### config.mk
export PLATFORM = sky130hd
export DESIGN_NAME = imem_fetch_ctrl
export DESIGN_NICKNAME = d
export VERILOG_FILES = /design/src/rtl/imem_fetch_ctrl.sv
export SDC_FILE = /design/constraint.sdc
export NUM_CORES = 1
export LEC_CHECK = 0
export CORE_ASPECT_RATIO = 2
export CORE_MARGIN = 2
export CORE_UTILIZATION = 30
export DETAILED_ROUTE_END_ITERATION = 10
export GPL_ROUTABILITY_DRIVEN = 0
export GPL_TIMING_DRIVEN = 0
export SYNTH_ARGS = -nofsm -noshare
export SYNTH_HDL_FRONTEND = slang
export SYNTH_SLANG_ARGS = --single-unit
export TNS_END_PERCENT = 10
### constraint.sdc
create_clock -name clk -period 10.8 [get_ports clk]
set_clock_uncertainty 0.1 [all_clocks]
set_input_delay 2.16 -clock clk [delete_from_list [all_inputs] [get_ports clk]]
set_output_delay 2.16 -clock clk [all_outputs]
set_load 0.05 [all_outputs]
### src/rtl/imem_fetch_ctrl.sv
// Instruction fetch controller: owns the PC, addresses imem and queues
// {pc, inst} pairs for decode behind a valid/ready handshake.
//
// Ports
//   clk            core clock, all state changes on the rising edge
//   reset_n        synchronous active-low reset
//   fetch_en       1 = fetch allowed, 0 = hold PC and stop pushing
//   redirect_valid one-cycle pulse: flush the queue, restart at redirect_pc
//   redirect_pc    new byte PC, low two bits dropped
//   imem_addr      imem word address, pc[IMEM_ADDR_WIDTH+1:2]
//   imem_dout      imem read data, combinational from imem_addr
//   inst_valid     queue head holds an instruction
//   inst_ready     decode takes the head when inst_valid is also high
//   inst_out       instruction word at the queue head
//   inst_pc        byte PC of inst_out
//   fq_count       queue occupancy, 0..FQ_DEPTH
module imem_fetch_ctrl #(
    parameter int          IMEM_ADDR_WIDTH = 10,
    parameter logic [31:0] RESET_PC        = 32'h0,
    parameter int          FQ_DEPTH        = 2
) (
    input  logic                       clk,
    input  logic                       reset_n,
    input  logic                       fetch_en,
    input  logic                       redirect_valid,
    input  logic [31:0]                redirect_pc,
    output logic [IMEM_ADDR_WIDTH-1:0] imem_addr,
    input  logic [31:0]                imem_dout,
    output logic                       inst_valid,
    input  logic                       inst_ready,
    output logic [31:0]                inst_out,
    output logic [31:0]                inst_pc,
    output logic [$clog2(FQ_DEPTH):0]  fq_count
);

    localparam int PW = $clog2(FQ_DEPTH);
    localparam int CW = PW + 1;
    localparam logic [CW-1:0] FULL = CW'(FQ_DEPTH);

    typedef enum logic {
        IDLE,
        RUN
    } state_t;

    state_t        state_q;
    state_t        state_d;
    logic [31:0]   pc_q;
    logic [31:0]   pc_d;
    logic [PW-1:0] rd_ptr;
    logic [PW-1:0] wr_ptr;
    logic [CW-1:0] count_q;
    logic          push;
    logic          pop;
    logic          flush;

    logic [31:0]   q_pc   [FQ_DEPTH];
    logic [31:0]   q_inst [FQ_DEPTH];

    // Low PC bits of a redirect target are discarded by design.
    logic          unused_rpc_bits;
    assign unused_rpc_bits = ^redirect_pc[1:0];

    assign imem_addr  = pc_q[IMEM_ADDR_WIDTH+1:2];
    assign inst_valid = (count_q != '0);
    assign fq_count   = count_q;

    // Outputs come from queue storage only; an empty queue shows zeros
    // so stale or never-written slots are not visible.
    assign inst_out = inst_valid ? q_inst[rd_ptr] : 32'h0;
    assign inst_pc  = inst_valid ? q_pc[rd_ptr]   : 32'h0;

    always_comb begin
        state_d = state_q;
        pc_d    = pc_q;
        push    = 1'b0;
        pop     = 1'b0;
        flush   = 1'b0;
        if (redirect_valid) begin
            // Redirect beats everything: the pending pop is dropped
            // and nothing is pushed this cycle.
            flush   = 1'b1;
            pc_d    = {redirect_pc[31:2], 2'b00};
            state_d = fetch_en ? RUN : IDLE;
        end else begin
            pop = inst_valid & inst_ready;
            unique case (state_q)
                IDLE: begin
                    if (fetch_en) begin
                        state_d = RUN;
                    end
                end
                RUN: begin
                    if (!fetch_en) begin
                        state_d = IDLE;
                    end else if ((count_q < FULL) || pop) begin
                        // A pop frees the slot this cycle, so a full
                        // queue keeps streaming without a bubble.
                        push = 1'b1;
                        pc_d = pc_q + 32'd4;
                    end
                end
            endcase
        end
    end

    always_ff @(posedge clk) begin
        if (!reset_n) begin
            state_q <= IDLE;
            pc_q    <= RESET_PC;
            rd_ptr  <= '0;
            wr_ptr  <= '0;
            count_q <= '0;
        end else begin
            state_q <= state_d;
            pc_q    <= pc_d;
            if (flush) begin
                rd_ptr  <= '0;
                wr_ptr  <= '0;
                count_q <= '0;
            end else begin
                if (push) begin
                    wr_ptr <= wr_ptr + 1'b1;
                end
                if (pop) begin
                    rd_ptr <= rd_ptr + 1'b1;
                end
                if (push && !pop) begin
                    count_q <= count_q + 1'b1;
                end else if (pop && !push) begin
                    count_q <= count_q - 1'b1;
                end
            end
        end
    end

    // Storage needs no reset: slots are only read while counted valid.
    always_ff @(posedge clk) begin
        if (reset_n && push) begin
            q_pc[wr_ptr]   <= pc_q;
            q_inst[wr_ptr] <= imem_dout;
        end
    end

endmodule

**Yosys cells after proc, flatten, opt, wreduce, memory -nomap -nowiden**

Memory sizes are Yosys's and may differ from the RTL's. A register that Yosys moved wholly into a read port is not among the register bits.
Index checks and enable logic that the tools add are counted.

- Flip-flop bits (word level): 37
- Bits in writable memories: 128
- Output and inout bits: 77
- Logic and storage cells: 52
- Memories kept: 2

- Add/sub/neg operators: 5
- Order comparisons: 1
- Muxes and demuxes: 21
- Bitwise gates (word level): 2
- Reductions and logical operators: 15

Memories:

| memory | words | bits a word | rd ports | clocked after memory_dff | wr ports | line | RTL |
|---|---|---|---|---|---|---|---|
| q_inst | 2 | 32 | 1 | 1 | 1 | 57 | `logic [31:0] q_inst [FQ_DEPTH];` |
| q_pc | 2 | 32 | 1 | 1 | 1 | 56 | `logic [31:0] q_pc [FQ_DEPTH];` |

Operator list:

| operator | count |
|---|---|
| 32-bit two-way mux | 6 |
| 32-bit by 3-bit adder with 32-bit output, second input constant | 1 |
| 1-bit two-way mux | 13 |
| 2-bit nonzero test | 5 |
| 3-bit AND reduction | 2 |
| 2-bit two-way mux | 2 |
| 2-bit OR reduction | 2 |
| 1-bit logical AND | 3 |
| 1-bit adder, second input constant | 2 |
| 2-bit by 1-bit adder with 2-bit output, second input constant | 1 |
| 1-bit logical NOT | 2 |
| 2-bit less-than comparator, second input constant | 1 |
| 2-bit by 1-bit subtractor with 2-bit output, second input constant | 1 |
| 1-bit AND | 1 |
| 1-bit logical OR | 1 |
| 1-bit inverter | 1 |

**Logic depth before layout (Yosys ltp)**

Gate-level depths: netlist of the first run.

- Depth after elaboration: 11
- Depth in mapped cells: 8
- Depth with buffers taken out: 7

**Worst setup path after synthesis of the first run**

OpenSTA, ideal clock, no wires.

- Path type: input-to-reg
- Start point: input port fetch_en
- End point: memory q_inst[0][0] (enable)
- Library setup time: 558 ps
- Data arrival time: 6766 ps
- Slack: 3376 ps
- Stages on the path: 3
- Buffers on the path: 0
- Cells stage by stage: and2_1 nand2_1 nor3_1

- Word-level cells in the longest chain between the ends: 6

Ends and longest elaborated chain:

| element | line | RTL |
|---|---|---|
| from (decl) | 24 | `input logic fetch_en,` |
| 1-bit two-way mux | 93 | `if (!fetch_en) begin` |
| 1-bit two-way mux | 86 | `unique case (state_q)` |
| 1-bit two-way mux | 78 | `if (redirect_valid) begin` |
| 1-bit logical AND | 138 | `if (reset_n && push) begin` |
| 1-bit two-way mux | 138 |  |
| 1-bit two-way mux (implied by the code) | 140 | `q_inst[wr_ptr] <= imem_dout;` |
| to (decl) | 57 |  |

Every way passes these cells.

==> flow_summary.ini, run 1 <==
[timing]
holdWs_ns = 0.421
fin_crit_sh_pct = 49.0
period_needed_ns = 5.30
hold_violations = 0
timing.fmax_ghz = 0.189
relSlewSlack_pct = 32.4
worst_slack_ns = 5.50
setup_viol_count_final = 0
rsz0062_at_grt = no
worst_pin_slew_ns = 1.01
setup_tns_ns = 0
maxSlewViolCount = 0

[worst_setup_path]
critical_path.top_delay_family = buffers and inverters
critPathKind = reg2out
arrival_ns = 3.04
slowest_stage = clkdlybuf4s50_1
endpoint_kind = output pin
cp.required_ns = 8.54
worstPathCellList = clkbuf_1 -> clkbuf_1 -> mux2i_1 -> nor2_1 -> clkdlybuf4s50_1
critPathBufInv = 3
cpMostUsedCell = clkbuf_1
slowest_delay_ns = 0.84
start_kind = flip-flop
cp_max_fo = 10

[layout]
final_common_cell = clkdlybuf4s50_1
stdcell_area_um2 = 9440
fillers = 2147
final_cell_mix = clkdlybuf4s50_1 (141), edfxtp_1 (124), nor2_1 (79), mux2i_1 (63), dfxtp_1 (36)
drive_above_1_share_pct = 8.76
antenna_cells = 0
instances_no_fill = 1022
finish.utilization_pct = 41.5
finalNetCount = 800
area_delta_synth_final_pct = 35.7

[synth]
ys_seq_elements = 160
synth_area_um2 = 6960
syn-instance-count = 556
synth-simple-area-share_pct = 14.9
postSynth.asyncResetShare_pct = 0
yosys_warnings = 0
synthXorXnorAreaFrac_pct = 1.26
synth-seq-area-share_pct = 63.9
synth_edf_count = 124
syn_avg_cell_area_um2 = 12.5
synth_cell_type_count = 57
ys.flop_type = edfxtp_1
synth-compound-area-share_pct = 7.10
muxShareOfSynthArea_pct = 9.06
synth_top_family_by_area = simple AND/OR/NAND/NOR gates
yosys.area_share.adder_pct = 0.360

[worst_hold_path]
hold_path_class = reg2reg

[power_and_ir_drop]
p_leak_nw = 2.98
power_mw = 1.38
max-vdd-ir-drop_v = 0.000102
power.density_nw_per_um2 = 146

[global_route]
grt_pass1_vias = 5008
grt_pass1_wl_mm = 27.7
grt_usage_pct = 15.1
antenna_found_initial = 0
grt.overflow.total = 0
grt_max_degree = 17

[job]
drv_cap = 0

[cts]
cts_tree = yes
clk_pin_slew_worst_paths_ns = 0.07
clock-sinks = 160
cts_root_buf = clkbuf_16
post_cts_resized = 0
clockBufferDepth = 2
clk_latency_ns = 0.44
cts_buffers = 17
ctsHoldBuffers = 0
postCtsSetupBuffers = 0
ctsHtreeMaxLevel = 4

[floorplan]
start_util_pct = 30.6
io_pins = 146
die_h_um = 219
dieArea_um2 = 24500
die_x_um = 112
core_um2 = 22700
fp-row-count = 78

[place]
dp_slack_ns = 5.70
dpl_cell_area_um2 = 8870
port_buffers = 141
dp.cells = 990
place_hpwl_mm = 14.1

[run_status]
status = finished, final reports clean

[routing]
drt-total-wl_mm = 18.3
route.detailed.drc = 0
drt.antenna.violating_nets = 0
via_per_inst = 4.95
drt_pass1_iterations = 5
dr_total_vias = 5061
drt-initial-drc-count = 317
wire_per_inst_um = 17.9
area by class of cell:
class	instances	area [um^2]	area share [%]
Clock inverter	13	120	1.27
Timing Repair Buffer	153	1550	16.5
Inverter	7	26.3	0.278
Multi-Input combinational cell	348	2290	24.3
Clock buffer	19	443	4.69
Buffer	42	205	2.17
Sequential cell	160	4440	47.1
Tap cell	280	350	3.71
registers in the layout, summed over array words and instances (netlist names), named ones only:
name      cells
rd_ptr        1
q_pc         60
wr_ptr        1
q_inst       64
pc_q         30
state_q       1
fq_count      2
Yosys cell counts (all sizes together), types with 2 or more instances:
master / n / area [um^2]
nor2: 79 / 297
o21a: 2 / 15.0
nor3: 8 / 40.0
a21oi: 5 / 25.0
edfxtp: 124 / 3720
or3: 7 / 45.1
nand2b: 3 / 18.8
and2: 5 / 31.3
mux2i: 63 / 631
nor2b: 6 / 37.5
a311oi: 2 / 17.5
o31ai: 11 / 82.6
clkbuf: 22 / 82.6
dfxtp: 36 / 721
and3: 5 / 31.3
a31oi: 12 / 75.1
nand3: 15 / 75.1
a22oi: 2 / 15.0
o2111a: 2 / 22.5
nor4: 10 / 62.6
o21ai: 20 / 100
and4: 6 / 53.8
ha: 2 / 25.0
or4: 15 / 116
xor2: 3 / 26.3
inv: 6 / 22.5
nand4: 15 / 115
buf: 20 / 123
nand2: 20 / 75.1
xnor2: 7 / 61.3
a211oi: 4 / 30.0
o311ai: 2 / 17.5
kinds of logic after synthesis:
logic type	count (synthesis)
other	1
muxes	63
and+or+nand+nor	199
buffers and inverters	49
AOI/OAI and AO/OA	72
adders and majority gates	2
xor gates and xnor gates	10
DFF	160
power by group:
part | total, mW | leakage [nW] | switching [mW] | internal, mW
sequential | 0.694 | 1.43 | 0.0188 | 0.675
clock | 0.566 | 0.268 | 0.258 | 0.309
combinational | 0.115 | 1.28 | 0.0630 | 0.0522
total | 1.38 | 2.98 | 0.339 | 1.04
final timing paths:
kind	from	end	slack (ns)	cells after the start
max	flip-flop	inst_out[7]	5.50	5
min	pc_q[31]$_SDFFE_PN0P_	q_pc[0][31]$_DFFE_PP_	0.42	0
max reg2reg	fq_count[0]$_SDFFE_PP0P_	fq_count[1]$_SDFFE_PP0P_	8.35	6
min reg2reg	pc_q[31]$_SDFFE_PN0P_	q_pc[0][31]$_DFFE_PP_	0.42	0
metal layers:
metal	wire length [um]	vias to the layer above	track usage, %	share of wire (%)
met1	6410	2425	14.9	35
met3	669	38	2.95	3.6
met2	10600	146	28.8	58
met5	0	-	0	0
li1	-	2452	-	-
met4	633	0	8.68	3.5
Note: power is estimated with default switching activity, not from simulation.
==> run 2: changes to the inputs <==
==> constraint.sdc (replaced) <==
create_clock -name clk -period 4.75 [get_ports clk]
set_clock_uncertainty 0.1 [all_clocks]
set_input_delay 0.95 -clock clk [delete_from_list [all_inputs] [get_ports clk]]
set_output_delay 0.95 -clock clk [all_outputs]
set_load 0.05 [all_outputs]
==> results of run 2 <==
Same layout as run 1 (identical final DEF). Status: finished, final reports clean.
Among the figures that moved: setup slack after placement 5.70 ns -> 0.858 ns; setup slack after layout 5.50 ns -> 0.665 ns; register-to-register setup slack 8.35 ns -> 2.30 ns; total power 1.38 mW -> 3.13 mW; worst IR drop on VDD 0.000102 V -> 0.000231 V
==> run 3: changes to the inputs <==
--- a/config.mk
+++ b/config.mk
@@ -5,12 +5,14 @@
 export SDC_FILE = /design/constraint.sdc
 export NUM_CORES = 1
 export LEC_CHECK = 0
+export ABC_AREA = 1
 export CORE_ASPECT_RATIO = 2
 export CORE_MARGIN = 2
-export CORE_UTILIZATION = 30
+export CORE_UTILIZATION = 50
 export DETAILED_ROUTE_END_ITERATION = 10
 export GPL_ROUTABILITY_DRIVEN = 0
 export GPL_TIMING_DRIVEN = 0
+export PLACE_DENSITY = 0.78
 export SYNTH_ARGS = -nofsm -noshare
 export SYNTH_HDL_FRONTEND = slang
 export SYNTH_SLANG_ARGS = --single-unit
==> constraint.sdc (replaced) <==
create_clock -name clk -period 5.21 [get_ports clk]
set_clock_uncertainty 0.1 [all_clocks]
set_input_delay 1.042 -clock clk [delete_from_list [all_inputs] [get_ports clk]]
set_output_delay 1.042 -clock clk [all_outputs]
set_load 0.05 [all_outputs]
==> flow_summary.ini, run 3 <==
[routing]
drt-total-wl_mm = 17.6
via_per_inst = 5.03
drt-initial-drc-count = 289
route.detailed.drc = 0
wire_per_inst_um = 15.5
dr_total_vias = 5703
drt.antenna.violating_nets = 0
drt_pass1_iterations = 5

[layout]
largest_register = q_inst
antenna_cells = 0
fillers = 1106
final_common_cell = nand2_1
area_delta_synth_final_pct = 33.0
drive_above_1_share_pct = 9.10
finish.utilization_pct = 68.0
largest_reg_flops = 64
final_cell_mix = nand2_1 (273), clkdlybuf4s50_1 (140), edfxtp_1 (124), a21oi_1 (85), inv_1 (52)
instances_no_fill = 1134
top_regs = q_inst: 64 flops, q_pc: 60 flops, pc_q: 30 flops
finalNetCount = 1003

[worst_setup_path]
start_kind = flip-flop
cp.required_ns = 4.07
r2r_cells = 8
cp_max_fo = 10
arrival_ns = 2.80
reg2reg_from = fq_count[0]$_SDFFE_PP0P_
r2r_end = fq_count[1]$_SDFFE_PP0P_
r2r_slack_ns = 2.91
endpoint_kind = output pin
critPathKind = reg2out

[timing]
worst_pin_slew_ns = 0.833
timing.fmax_ghz = 0.254
setup_viol_count_final = 0
hold_violations = 0
fin_crit_sh_pct = 75.7
maxSlewViolCount = 0
rsz0062_at_grt = no
worst_slack_ns = 1.27
holdWs_ns = 0.375
relSlewSlack_pct = 44.3
period_needed_ns = 3.94

[job]
drv_cap = 0

[cts]
clk_latency_ns = 0.42
cts_tree = yes
ctsHtreeMaxLevel = 4
clk_pin_slew_worst_paths_ns = 0.06
cts_buffers = 17
clockBufferDepth = 2
clock-sinks = 160
cts_root_buf = clkbuf_16
postCtsSetupBuffers = 0
ctsHoldBuffers = 0
post_cts_resized = 0

[global_route]
grt_pass1_wl_mm = 27.2
grt_pass1_vias = 5665
grt_max_degree = 17
grt_usage_pct = 23.5
antenna_found_initial = 0
grt.overflow.total = 0

[floorplan]
core_um2 = 14000
fp-row-count = 61
die_x_um = 88.5
dieArea_um2 = 15300
die_h_um = 173
io_pins = 146
start_util_pct = 51.1

[place]
dp_slack_ns = 1.68
dp.cells = 1102
port_buffers = 140
place_hpwl_mm = 13.1

[power_and_ir_drop]
p_leak_nw = 3.46
max-vdd-ir-drop_v = 0.000237
power.density_nw_per_um2 = 298

[worst_hold_path]
worstHoldEndpoint = rd_ptr$_SDFFE_PP0P_
hold_path_class = reg2reg
hold_depth = 1
worstHoldStart = rd_ptr$_SDFFE_PP0P_

[synth]
syn-instance-count = 760
postSynth.asyncResetShare_pct = 0
synthTopCellsByArea = edfxtp_1 (52%), nand2_1 (14%), dfxtp_1 (10%)
yosys_warnings = 0
yosysMostFrequentCell = nand2_1
synth_area_leader_cell = edfxtp_1
synth-seq-area-share_pct = 62.3
synth.top_cell.area_share_pct = 52.2
ys_seq_elements = 160
synth_edf_count = 124
synth_commonest_cells = nand2_1 (273), edfxtp_1 (124), a21oi_1 (85)
synth_cell_type_count = 27
ys.flop_type = edfxtp_1
syn_avg_cell_area_um2 = 9.39
synth_area_um2 = 7140

[run_status]
status = finished, final reports clean
run 3: cell count changes in the layout (fill, tap and decap cells not counted), moves of 6 or more:
cell | before | now
nor2b_1 | 6 | 0
or4_1 | 14 | 0
nand2_1 | 20 | 273
mux2i_1 | 63 | 0
nor2_1 | 79 | 51
nand4_1 | 13 | 0
nor4_1 | 10 | 0
inv_1 | 6 | 52
o31ai_1 | 11 | 0
or3_1 | 6 | 0
a21oi_1 | 5 | 85
xor2_1 | 3 | 13
nor2_2 | 0 | 7
xnor2_1 | 7 | 0
run 3: final cells by class:
cell class / count / area (um^2) / area share [%]
Tap cell: 189 / 236 / 2.49
Timing Repair Buffer: 152 / 1550 / 16.3
Inverter: 54 / 203 / 2.13
Clock buffer: 17 / 425 / 4.48
Multi-Input combinational cell: 504 / 2280 / 24.1
Sequential cell: 160 / 4440 / 46.8
Buffer: 43 / 221 / 2.33
Clock inverter: 15 / 133 / 1.40
run 3: cell families (layout without fill, tap and decap cells):
kind of cell,Yosys count,after routing,share of synthesized area (%)
DFF,160,160,62.3
buffers and inverters,97,281,5.94
AOI/OAI and AO/OA,122,122,8.94
and+or+nand+nor,365,365,20.9
adders and majority gates,2,2,0.351
xor gates and xnor gates,13,13,1.60
other,1,2,0.0525
run 3: layer usage:
layer | up-vias | GRT usage (%) | part of all wire, % | wire length, um
li1 | 2837 | - | - | -
met1 | 2644 | 23.3 | 35 | 6090
met2 | 175 | 43.2 | 56 | 9830
met3 | 47 | 4.25 | 4.3 | 752
met4 | 0 | 13.7 | 5.2 | 914
met5 | - | 0 | 0 | 0
run 3: how the worst max path moves through the flow:
stage / startpoint / endpoint / slack [ns] / depth (start not counted)
2_1_floorplan: redirect_valid / q_inst[0][0]$_DFFE_PP_ / -1.09 / 4
3_3_place_gp: reset_n / q_pc[1][29]$_DFFE_PP_ / -3.96 / 5
3_5_place_dp: flip-flop / inst_pc[8] / 1.68 / 6
4_1_cts: flip-flop / inst_pc[20] / 1.24 / 6
5_1_grt: flip-flop / inst_pc[8] / 1.09 / 6
6_report: flip-flop / inst_pc[10] / 1.27 / 6
run 3: stage by stage:
stage | power (mW) | area (um^2) | setup TNS, ns
floorplan | 1.58 | 7140 | -134.76
global placement | 1.68 | 8780 | -490.80
detailed placement | 1.69 | 8940 | 0
global route | 2.92 | 9490 | 0
CTS | 2.85 | 9490 | 0
finish | 2.83 | 9490 | 0
run 3: critical path: stages, from the launching register on:
cell             delay, ns
dfxtp_1               0.29
clkbuf_1              0.24
inv_2                 0.24
clkbuf_1              0.38
nand2_1               0.09
a21oi_1               0.27
clkdlybuf4s50_1       0.86
run 3: report_power, final:
group | internal, mW | switching (mW)
clock network | 0.662 | 0.508
logic | 0.103 | 0.139
registers | 1.39 | 0.0271
